$ cat src/rtl/seg_monitor_if.sv
// Signal bundle between a seven-segment display source and the seg_monitor checker.
// The master side drives the strobe and segment patterns. The slave side (the
// monitor) returns the decoded value and the status flags.
interface seg_monitor_if;
    logic       SMP;
    logic [6:0] seg_1;
    logic [6:0] seg_10;
    logic [3:0] bcd_0;
    logic [3:0] bcd_1;
    logic       dv;
    logic       locked;
    logic       err;
    logic [7:0] err_cnt;
    logic       stall;

    modport master (
        output SMP, seg_1, seg_10,
        input  bcd_0, bcd_1, dv, locked, err, err_cnt, stall
    );

    modport slave (
        input  SMP, seg_1, seg_10,
        output bcd_0, bcd_1, dv, locked, err, err_cnt, stall
    );
endinterface

$ cat src/rtl/seg_monitor.sv
// Receive-side checker for a two-digit seven-segment counter display.
// On each strobe it decodes both digits back to BCD and checks that the new
// reading follows the previous one in a legal way: hold, +1, wrap or restart.
//
// state    | meaning
// ---------+----------------------------------------------------------
// UNLOCKED | no trusted reference value; waiting for a legal pattern
// LOCKED   | tracking the sequence against the stored value P
module seg_monitor #(
    parameter int WRAP_VAL = 99,
    parameter int HOLD_MAX = 16
) (
    input  logic         CLK,
    input  logic         RST,
    seg_monitor_if.slave bus
);

    localparam int         HW       = $clog2(HOLD_MAX + 1);
    localparam logic [3:0] WRAP_T   = 4'(WRAP_VAL / 10);
    localparam logic [3:0] WRAP_O   = 4'(WRAP_VAL % 10);
    localparam logic [HW-1:0] HOLD_SAT = HW'(HOLD_MAX);

    typedef enum logic {S_UNLOCKED = 1'b0, S_LOCKED = 1'b1} state_t;

    state_t          r_state, w_state_nxt;
    logic [3:0]      r_bcd0, r_bcd1, w_bcd0_nxt, w_bcd1_nxt;
    logic            r_dv, w_dv_nxt;
    logic            r_err, w_err_nxt;
    logic [7:0]      r_err_cnt, w_err_cnt_nxt;
    logic [HW-1:0]   r_hold, w_hold_nxt;
    logic            r_stall, w_stall_nxt;

    logic [4:0]      w_dec1, w_dec10;
    logic [7:0]      w_v, w_p, w_p_inc;
    logic            w_legal, w_same, w_step, w_zero;
    logic [7:0]      w_err_cnt_inc;
    logic [HW-1:0]   w_hold_inc;

    // Pattern to {valid, digit}; bit6 = segment a ... bit0 = segment g.
    // Only the ten digit patterns decode, so a decoded digit is always 0..9.
    function automatic logic [4:0] f_decode(input logic [6:0] seg);
        case (seg)
            7'h7E:   f_decode = {1'b1, 4'd0};
            7'h30:   f_decode = {1'b1, 4'd1};
            7'h6D:   f_decode = {1'b1, 4'd2};
            7'h79:   f_decode = {1'b1, 4'd3};
            7'h33:   f_decode = {1'b1, 4'd4};
            7'h5B:   f_decode = {1'b1, 4'd5};
            7'h5F:   f_decode = {1'b1, 4'd6};
            7'h70:   f_decode = {1'b1, 4'd7};
            7'h7F:   f_decode = {1'b1, 4'd8};
            7'h7B:   f_decode = {1'b1, 4'd9};
            default: f_decode = 5'b0_0000;
        endcase
    endfunction

    // Decode the current sample and compare it with the stored value as two BCD digits.
    always_comb begin
        w_dec1  = f_decode(bus.seg_1);
        w_dec10 = f_decode(bus.seg_10);
        w_v     = {w_dec10[3:0], w_dec1[3:0]};
        w_p     = {r_bcd1, r_bcd0};
        // Packed BCD keeps numeric order, so a plain compare against the BCD wrap value works.
        w_legal = w_dec1[4] & w_dec10[4] & (w_v <= {WRAP_T, WRAP_O});
        w_p_inc = (r_bcd0 == 4'd9) ? {r_bcd1 + 4'd1, 4'd0} : {r_bcd1, r_bcd0 + 4'd1};
        w_same  = (w_v == w_p);
        w_zero  = (w_v == 8'h00);
        w_step  = (w_v == w_p_inc) | ((w_p == {WRAP_T, WRAP_O}) & w_zero);
        w_err_cnt_inc = (r_err_cnt == 8'hFF) ? r_err_cnt : r_err_cnt + 8'd1;
        w_hold_inc    = (r_hold == HOLD_SAT) ? r_hold : r_hold + 1'b1;
    end

    // Next-state and next-output decision for one sample.
    always_comb begin
        w_state_nxt   = r_state;
        w_bcd0_nxt    = r_bcd0;
        w_bcd1_nxt    = r_bcd1;
        w_dv_nxt      = 1'b0;
        w_err_nxt     = 1'b0;
        w_err_cnt_nxt = r_err_cnt;
        w_hold_nxt    = r_hold;
        w_stall_nxt   = r_stall;
        if (bus.SMP) begin
            w_dv_nxt = 1'b1;
            case (r_state)
                S_UNLOCKED: begin
                    if (w_legal) begin
                        w_state_nxt = S_LOCKED;
                        w_bcd1_nxt  = w_v[7:4];
                        w_bcd0_nxt  = w_v[3:0];
                        w_hold_nxt  = '0;
                        w_stall_nxt = 1'b0;
                    end else begin
                        w_err_nxt     = 1'b1;
                        w_err_cnt_nxt = w_err_cnt_inc;
                    end
                end
                S_LOCKED: begin
                    if (!w_legal) begin
                        // Displayed value stays at the last good reading.
                        w_state_nxt   = S_UNLOCKED;
                        w_err_nxt     = 1'b1;
                        w_err_cnt_nxt = w_err_cnt_inc;
                        w_hold_nxt    = '0;
                        w_stall_nxt   = 1'b0;
                    end else if (w_same) begin
                        w_hold_nxt  = w_hold_inc;
                        w_stall_nxt = (w_hold_inc == HOLD_SAT);
                    end else begin
                        // Any other legal value is taken as the new reference (resync).
                        w_bcd1_nxt  = w_v[7:4];
                        w_bcd0_nxt  = w_v[3:0];
                        w_hold_nxt  = '0;
                        w_stall_nxt = 1'b0;
                        if (!(w_step || w_zero)) begin
                            w_err_nxt     = 1'b1;
                            w_err_cnt_nxt = w_err_cnt_inc;
                        end
                    end
                end
                default: w_state_nxt = S_UNLOCKED;
            endcase
        end
    end

    // State and output registers; reset has priority over a strobe in the same cycle.
    always_ff @(posedge CLK) begin
        if (RST) begin
            r_state   <= S_UNLOCKED;
            r_bcd0    <= 4'd0;
            r_bcd1    <= 4'd0;
            r_dv      <= 1'b0;
            r_err     <= 1'b0;
            r_err_cnt <= 8'd0;
            r_hold    <= '0;
            r_stall   <= 1'b0;
        end else begin
            r_state   <= w_state_nxt;
            r_bcd0    <= w_bcd0_nxt;
            r_bcd1    <= w_bcd1_nxt;
            r_dv      <= w_dv_nxt;
            r_err     <= w_err_nxt;
            r_err_cnt <= w_err_cnt_nxt;
            r_hold    <= w_hold_nxt;
            r_stall   <= w_stall_nxt;
        end
    end

    assign bus.bcd_0   = r_bcd0;
    assign bus.bcd_1   = r_bcd1;
    assign bus.dv      = r_dv;
    assign bus.locked  = (r_state == S_LOCKED);
    assign bus.err     = r_err;
    assign bus.err_cnt = r_err_cnt;
    assign bus.stall   = r_stall;

endmodule

$ cat src/flat_wrapper.sv
// flat-port wrapper written by rule: the top's interface ports become plain ports
module seg_monitor_flat 
#(
    parameter int WRAP_VAL = 99,
    parameter int HOLD_MAX = 16
)
  (CLK, RST, bus_SMP, bus_seg_1, bus_seg_10, bus_bcd_0, bus_bcd_1, bus_dv, bus_locked, bus_err, bus_err_cnt, bus_stall);
  seg_monitor_if bus_i ();
  input  logic CLK;
  input  logic RST;
  input wire logic [$bits(bus_i.SMP)-1:0] bus_SMP;
  input wire logic [$bits(bus_i.seg_1)-1:0] bus_seg_1;
  input wire logic [$bits(bus_i.seg_10)-1:0] bus_seg_10;
  output wire logic [$bits(bus_i.bcd_0)-1:0] bus_bcd_0;
  output wire logic [$bits(bus_i.bcd_1)-1:0] bus_bcd_1;
  output wire logic [$bits(bus_i.dv)-1:0] bus_dv;
  output wire logic [$bits(bus_i.locked)-1:0] bus_locked;
  output wire logic [$bits(bus_i.err)-1:0] bus_err;
  output wire logic [$bits(bus_i.err_cnt)-1:0] bus_err_cnt;
  output wire logic [$bits(bus_i.stall)-1:0] bus_stall;
  assign bus_i.SMP = bus_SMP;
  assign bus_i.seg_1 = bus_seg_1;
  assign bus_i.seg_10 = bus_seg_10;
  assign bus_bcd_0 = bus_i.bcd_0;
  assign bus_bcd_1 = bus_i.bcd_1;
  assign bus_dv = bus_i.dv;
  assign bus_locked = bus_i.locked;
  assign bus_err = bus_i.err;
  assign bus_err_cnt = bus_i.err_cnt;
  assign bus_stall = bus_i.stall;
  seg_monitor #(.WRAP_VAL(WRAP_VAL), .HOLD_MAX(HOLD_MAX)) u_core (.CLK(CLK), .RST(RST), .bus(bus_i));
endmodule
$ cat config.mk
export PLATFORM = sky130hd
export DESIGN_NAME = seg_monitor_flat
export DESIGN_NICKNAME = d
export VERILOG_FILES = /design/src/rtl/seg_monitor_if.sv /design/src/rtl/seg_monitor.sv /design/src/flat_wrapper.sv
export SDC_FILE = /design/constraint.sdc
export NUM_CORES = 1
export LEC_CHECK = 0
export CAP_MARGIN = 15
export CORE_ASPECT_RATIO = 0.75
export CORE_MARGIN = 2
export CORE_UTILIZATION = 45
export CTS_CLUSTER_SIZE = 30
export DETAILED_ROUTE_END_ITERATION = 8
export PLACE_DENSITY_LB_ADDON = 0.12
export SLEW_MARGIN = 20
export SYNTH_ARGS = -nofsm -noshare
export SYNTH_HDL_FRONTEND = slang
export SYNTH_SLANG_ARGS = --single-unit
export TNS_END_PERCENT = 30
$ cat constraint.sdc
create_clock -name CLK -period 4.6 [get_ports CLK]
set_clock_uncertainty 0.2 [all_clocks]
set_input_delay 1.38 -clock CLK [delete_from_list [all_inputs] [get_ports CLK]]
set_output_delay 1.38 -clock CLK [all_outputs]
set_load 0.01 [all_outputs]
After elaboration in Yosys (flattened, before gate mapping) --
Index checks and enable logic that the tools add are counted.
Storage, ports and cells: output and inout bits 20, word-level logic and storage cells 91, flip-flop bits (word level) 25, input bits 17
Operators by class: $lt $le $gt $ge 1, reduce and logical (&&, ||, !) cells 6, add/sub/neg operators 4, equality and inequality tests 33, bitwise logic cells 6, mux-type cells 33
Operators with widths (number):
- $eq 7x7->1 const B | 16
- $pmux 5 s10 | 2
- $mux 8 | 6
- $eq 7x6->1 const B | 4
- $mux 4 | 6
- $mux 5 | 4
- $eq 8x8->1 | 2
- $eq 8x8->1 const B | 2
- $pmux 4 s2 | 2
- $pmux 8 s2 | 1
- $eq 5x5->1 const B | 2
- $pmux 5 s2 | 1
- $mux 1 | 9
- $add 4x1->4 const B | 2
- $add 8x1->8 const B | 1
- $le 8x8->1 const B | 1
- $logic_not 8->1 | 1
- $reduce_and 4->1 | 2
- $ne 2x2->1 const B | 3
- $ne 3x3->1 const B | 2
- $add 5x1->5 const B | 1
- $eq 4x4->1 const B | 1
- $pmux 1 s2 | 2
- $and 1x1->1 | 3
- 6 further kinds | 7

Logic depth before layout (Yosys ltp) --
depth in word-level cells 10, gate-level depth with buffers 11

Worst setup path before layout --
No wires, ideal clock.
path type in2reg, start point input bus_seg_10[0], end point register u_core.r_err_cnt[1], in the netlist u_core.bus.err_cnt[1], path buffers 2, stages on the path 11, setup slack 682 ps, data arrival time 3590 ps, library setup time 128 ps, cells stage by stage buf_2 > or4b_4 > nor3_2 > nor2_1 > xor3_1 > a2111oi_2 > nand4_1 > a21oi_2 > buf_6 > mux2i_1 > nor2_1
Between the ends: longest elaborated chain between the ends 8
Ends and longest elaborated chain:
- start: declaration | RTL line flat_wrapper.sv:13 | input wire logic [$bits(bus_i.seg_10)-1:0] bus_seg_10;
- $eq 7x7->1 or $eq 7x6->1 (tied branches) | RTL line seg_monitor.sv:42 | case (seg)
- $pmux 5 s10 * | RTL line seg_monitor.sv:42
- parallel branches: the longest is 6 deep, another holds $le 8x8->1
- end signal: assignment | RTL line seg_monitor.sv:143 | r_err_cnt <= w_err_cnt_nxt;
- end: declaration | RTL line seg_monitor.sv:29 | logic [7:0] r_err_cnt, w_err_cnt_nxt;
Every way passes the cells marked *. A chain may end at the register's enable or synchronous reset.

Worst setup path in the final report --
start point input bus_seg_1[5], end point register u_core.r_err_cnt[7], in the netlist u_core.bus.err_cnt[7]
Between the ends: longest elaborated chain between the ends 8
Ends and longest elaborated chain:
- start: declaration | RTL line flat_wrapper.sv:12 | input wire logic [$bits(bus_i.seg_1)-1:0] bus_seg_1;
- $eq 7x7->1 or $eq 7x6->1 (tied branches) | RTL line seg_monitor.sv:42
- $pmux 5 s10 * | RTL line seg_monitor.sv:42
- parallel branches: the longest is 6 deep, another holds $le 8x8->1
Marks and branches as above.

==> impl_results.md <==
* Fillcell total at 390
* Async S/R FF share, synth at 0%
* Starting Density at 47.5%
* DR WL met2 at approximately 2000 um
* Chip height at 61.0 um
* Hold WC Path Type: reg2reg
* Max rail drop VDD at 0.132 mV
* Global placer's final weighted congestion at about 0.85
* Row count at 20
* M1 WL at 2590 um
* Worst-margin pin slew at 0.936 ns
* Htree depth at 1
* Min Hold Slack at roughly 0.32 ns
* Crit path required time at 4.59 ns
* CTS max path bufs at 2
* Outcome: completed
* Routed wire length per instance at 13.8 um
* Average cell area after synthesis at 8.08 um2
* Final Power at 0.000443 W
* Post-route minimum period at 4.41 ns
* Final Slew Violations at 0
* # resized after CTS at 0
* Synth top area cells: dfxtp_1 26%, nor2_1 4.4%, a21oi_1 4.1%
* Initial drt markers at 144
* Mapped Nets at 262
* Die area at ~5000 um2
* N_diodes at 0
* Setup-failing EPs final at 0
* CP Max Fanout at 14
* Fin Setup TNS at 0 ns
* CP peak stage delay at 0.60 ns
* Post-CTS Hold Fix Bufs at 0
* Clk sink count at 25
* Synth Cell Area at a little under 2000 um2
* CP dominant cell by count: a21oi_1
* RSZ-0062 raised after global routing: no
* Die X at 80.0 um
* Rel. slew slack at 37.4%
* Root Buffer: clkbuf_8
* Final worst path period share at 95.9%
* Final WL at 4860 um
* First-pass GRT wire length at 8090 um
* Data arrival, critical path at 4.41 ns
* Number of post-CTS setup repair buffers at 0
* Post-synth EDFFs at 0
* FF+latch count, synth at 25
* Mapped Cells at 241
* Commonest cells post-synth: 25 x dfxtp_1, 23 x nor2_1, 17 x nand2_1
* Synth area leader: dfxtp_1
* Max Clk Rate at 227 MHz
* DR top layer: met4
* Worst-path cell chain: clkdlybuf4s50_1 -> and4b_2 -> a22o_1 -> o21ai_0 -> a21oi_1 -> a2111o_1 -> nand4_1 -> a21oi_2 -> buf_4 -> or4_1 -> a21oi_1
* # IOs at 37
* Max cap viols at 0
* Delay-heaviest family, CP: compound AO/OA/AOI/OAI gates
* Clock-pin slew on the worst setup and hold paths at 0.09 ns
* Most frequent cell after synthesis: dfxtp_1
* Layout cells sized above 1 at 16.1%
* DR DRC count at 0
* CP max stage cell: clkdlybuf4s50_1
* Synth top area share at 25.7%
* Finished Cell Area at between 2000 and 3000 um2
* Final hold vios at 0
* Core box area at 4100 um2
* CTS Buf Count at 3
* GRT Util Overall at 20.9%
* DR pass1 iterations at 4
* Initial antenna violation count at 0
* Number of global-route vias before repair at roughly 1800
* Routed via count at 2003
* Routed met3 length at 227 um
* Top FF cell, synth: dfxtp_1
* Via density at 5.67
* Placed instance area at between 2000 and 3000 um2
* CTS tree: yes
* Unique masters post-synth at 67
* WP buf/inv at 2
* Critical path class: in2reg
* Grt total ovfl at 0
* Worst setup SP type: input pin
* Fin util at 62.4%
* Register area share after synthesis at 25.7%
* Post-route ant nets at 0
* Yosys warnings at 0
* PwrDens at 173 nW/um2
* Leak at 0.923 nW
* Clk_lat worst skew at 0.27 ns
* Largest net degree at the start of global routing at 25
* Critical path capture point type: flop
* Synthesis-to-finish area growth at 31.5%
* Final HPWL DP at roughly 3800 um
* Final #Nets at between 300 and 400
* I/O Buffers at 36
layout make-up:
type	instances	area (um2)	area share (%)
Sequential cell	25	500	19.5
Clock buffer	3	41.3	1.61
Inverter	9	33.8	1.32
Timing Repair Buffer	61	548	21.4
Multi-Input combinational cell	199	1370	53.3
Tap cell	55	68.8	2.69
Clock inverter	1	5.00	0.195
worst reg2reg max path, delay by kind of cell (launching register included):
| family | cells | cell delay [ns] |
|---|---|---|
| simple gates | 4 | 1.63 |
| flops | 1 | 0.50 |
| buf+inv | 2 | 0.34 |
| compound gates | 3 | 0.28 |
| xor+xnor | 1 | 0.26 |
state kept, by name, summed over array words and instances (netlist names):
signal	cells
u_core.bus.err_cnt	8
u_core.r_hold	5
u_core.bus.stall	1
u_core.bus.dv	1
u_core.bus.bcd_0	4
u_core.bus.err	1
u_core.bus.bcd_1	4
u_core.bus.locked	1
report_power, final:
group / total, W / switching, W / leakage [nW] / internal [W]
Combinational: 0.0000888 / 0.0000423 / 0.696 / 0.0000464
Clock: 0.000132 / 0.0000716 / 0.0255 / 0.0000606
Sequential: 0.000222 / 0.00000273 / 0.202 / 0.000219
placed cells by master (no fill, tap or decap), types with 3 or more instances in the layout:
cell / synthesis / final
a211oi_1: 6 / 6
a21oi_1: 16 / 16
and3_1: 4 / 4
buf_4: 0 / 25
clkbuf_8: 0 / 3
clkdlybuf4s50_1: 0 / 36
dfxtp_1: 25 / 25
ha_1: 4 / 4
inv_1: 9 / 9
mux2i_1: 6 / 6
nand2_1: 17 / 17
nand2b_1: 4 / 4
nand3_1: 9 / 9
nand4_1: 9 / 9
nor2_1: 23 / 23
nor3_1: 7 / 7
nor3b_1: 3 / 3
o21ai_0: 12 / 12
o31ai_1: 5 / 5
or3_1: 5 / 5
or4_1: 3 / 3
xnor2_1: 5 / 5
xor2_1: 6 / 6
stage by stage:
stage	cells	setup WS, ns
floorplan	241	0.682
global placement	349	0.00890
detailed placement	349	-0.0654
CTS	353	0.217
global route	353	0.0167
finish	353	0.187
cell families after synthesis:
logic type	Yosys count	synth area share, %
compound gates	66	23.7
xor+xnor	12	6.17
fa+ha+maj	4	2.57
buf+inv	17	4.24
flops	25	25.7
mux	8	4.24
simple gates	109	33.4
per-layer routing:
layer	up-vias	global-route usage [%]
met5	-	0
met3	2	4.17
met1	917	31.6
li1	1039	-
met2	45	31.7
met4	0	2.42
final timing paths:
kind	cells after the start	end	slack, ns	start
setup / recovery	11	u_core.bus.err_cnt[7]$_SDFFE_PP0P_	0.19	bus_seg_1[5]
hold / removal	2	u_core.bus.err_cnt[7]$_SDFFE_PP0P_	0.32	u_core.bus.err_cnt[7]$_SDFFE_PP0P_
setup reg to reg	10	u_core.bus.err_cnt[7]$_SDFFE_PP0P_	1.31	u_core.bus.bcd_0[0]$_SDFFE_PP0P_
hold reg to reg	2	u_core.bus.err_cnt[7]$_SDFFE_PP0P_	0.32	u_core.bus.err_cnt[7]$_SDFFE_PP0P_
Power figures use the tool's default switching activity.
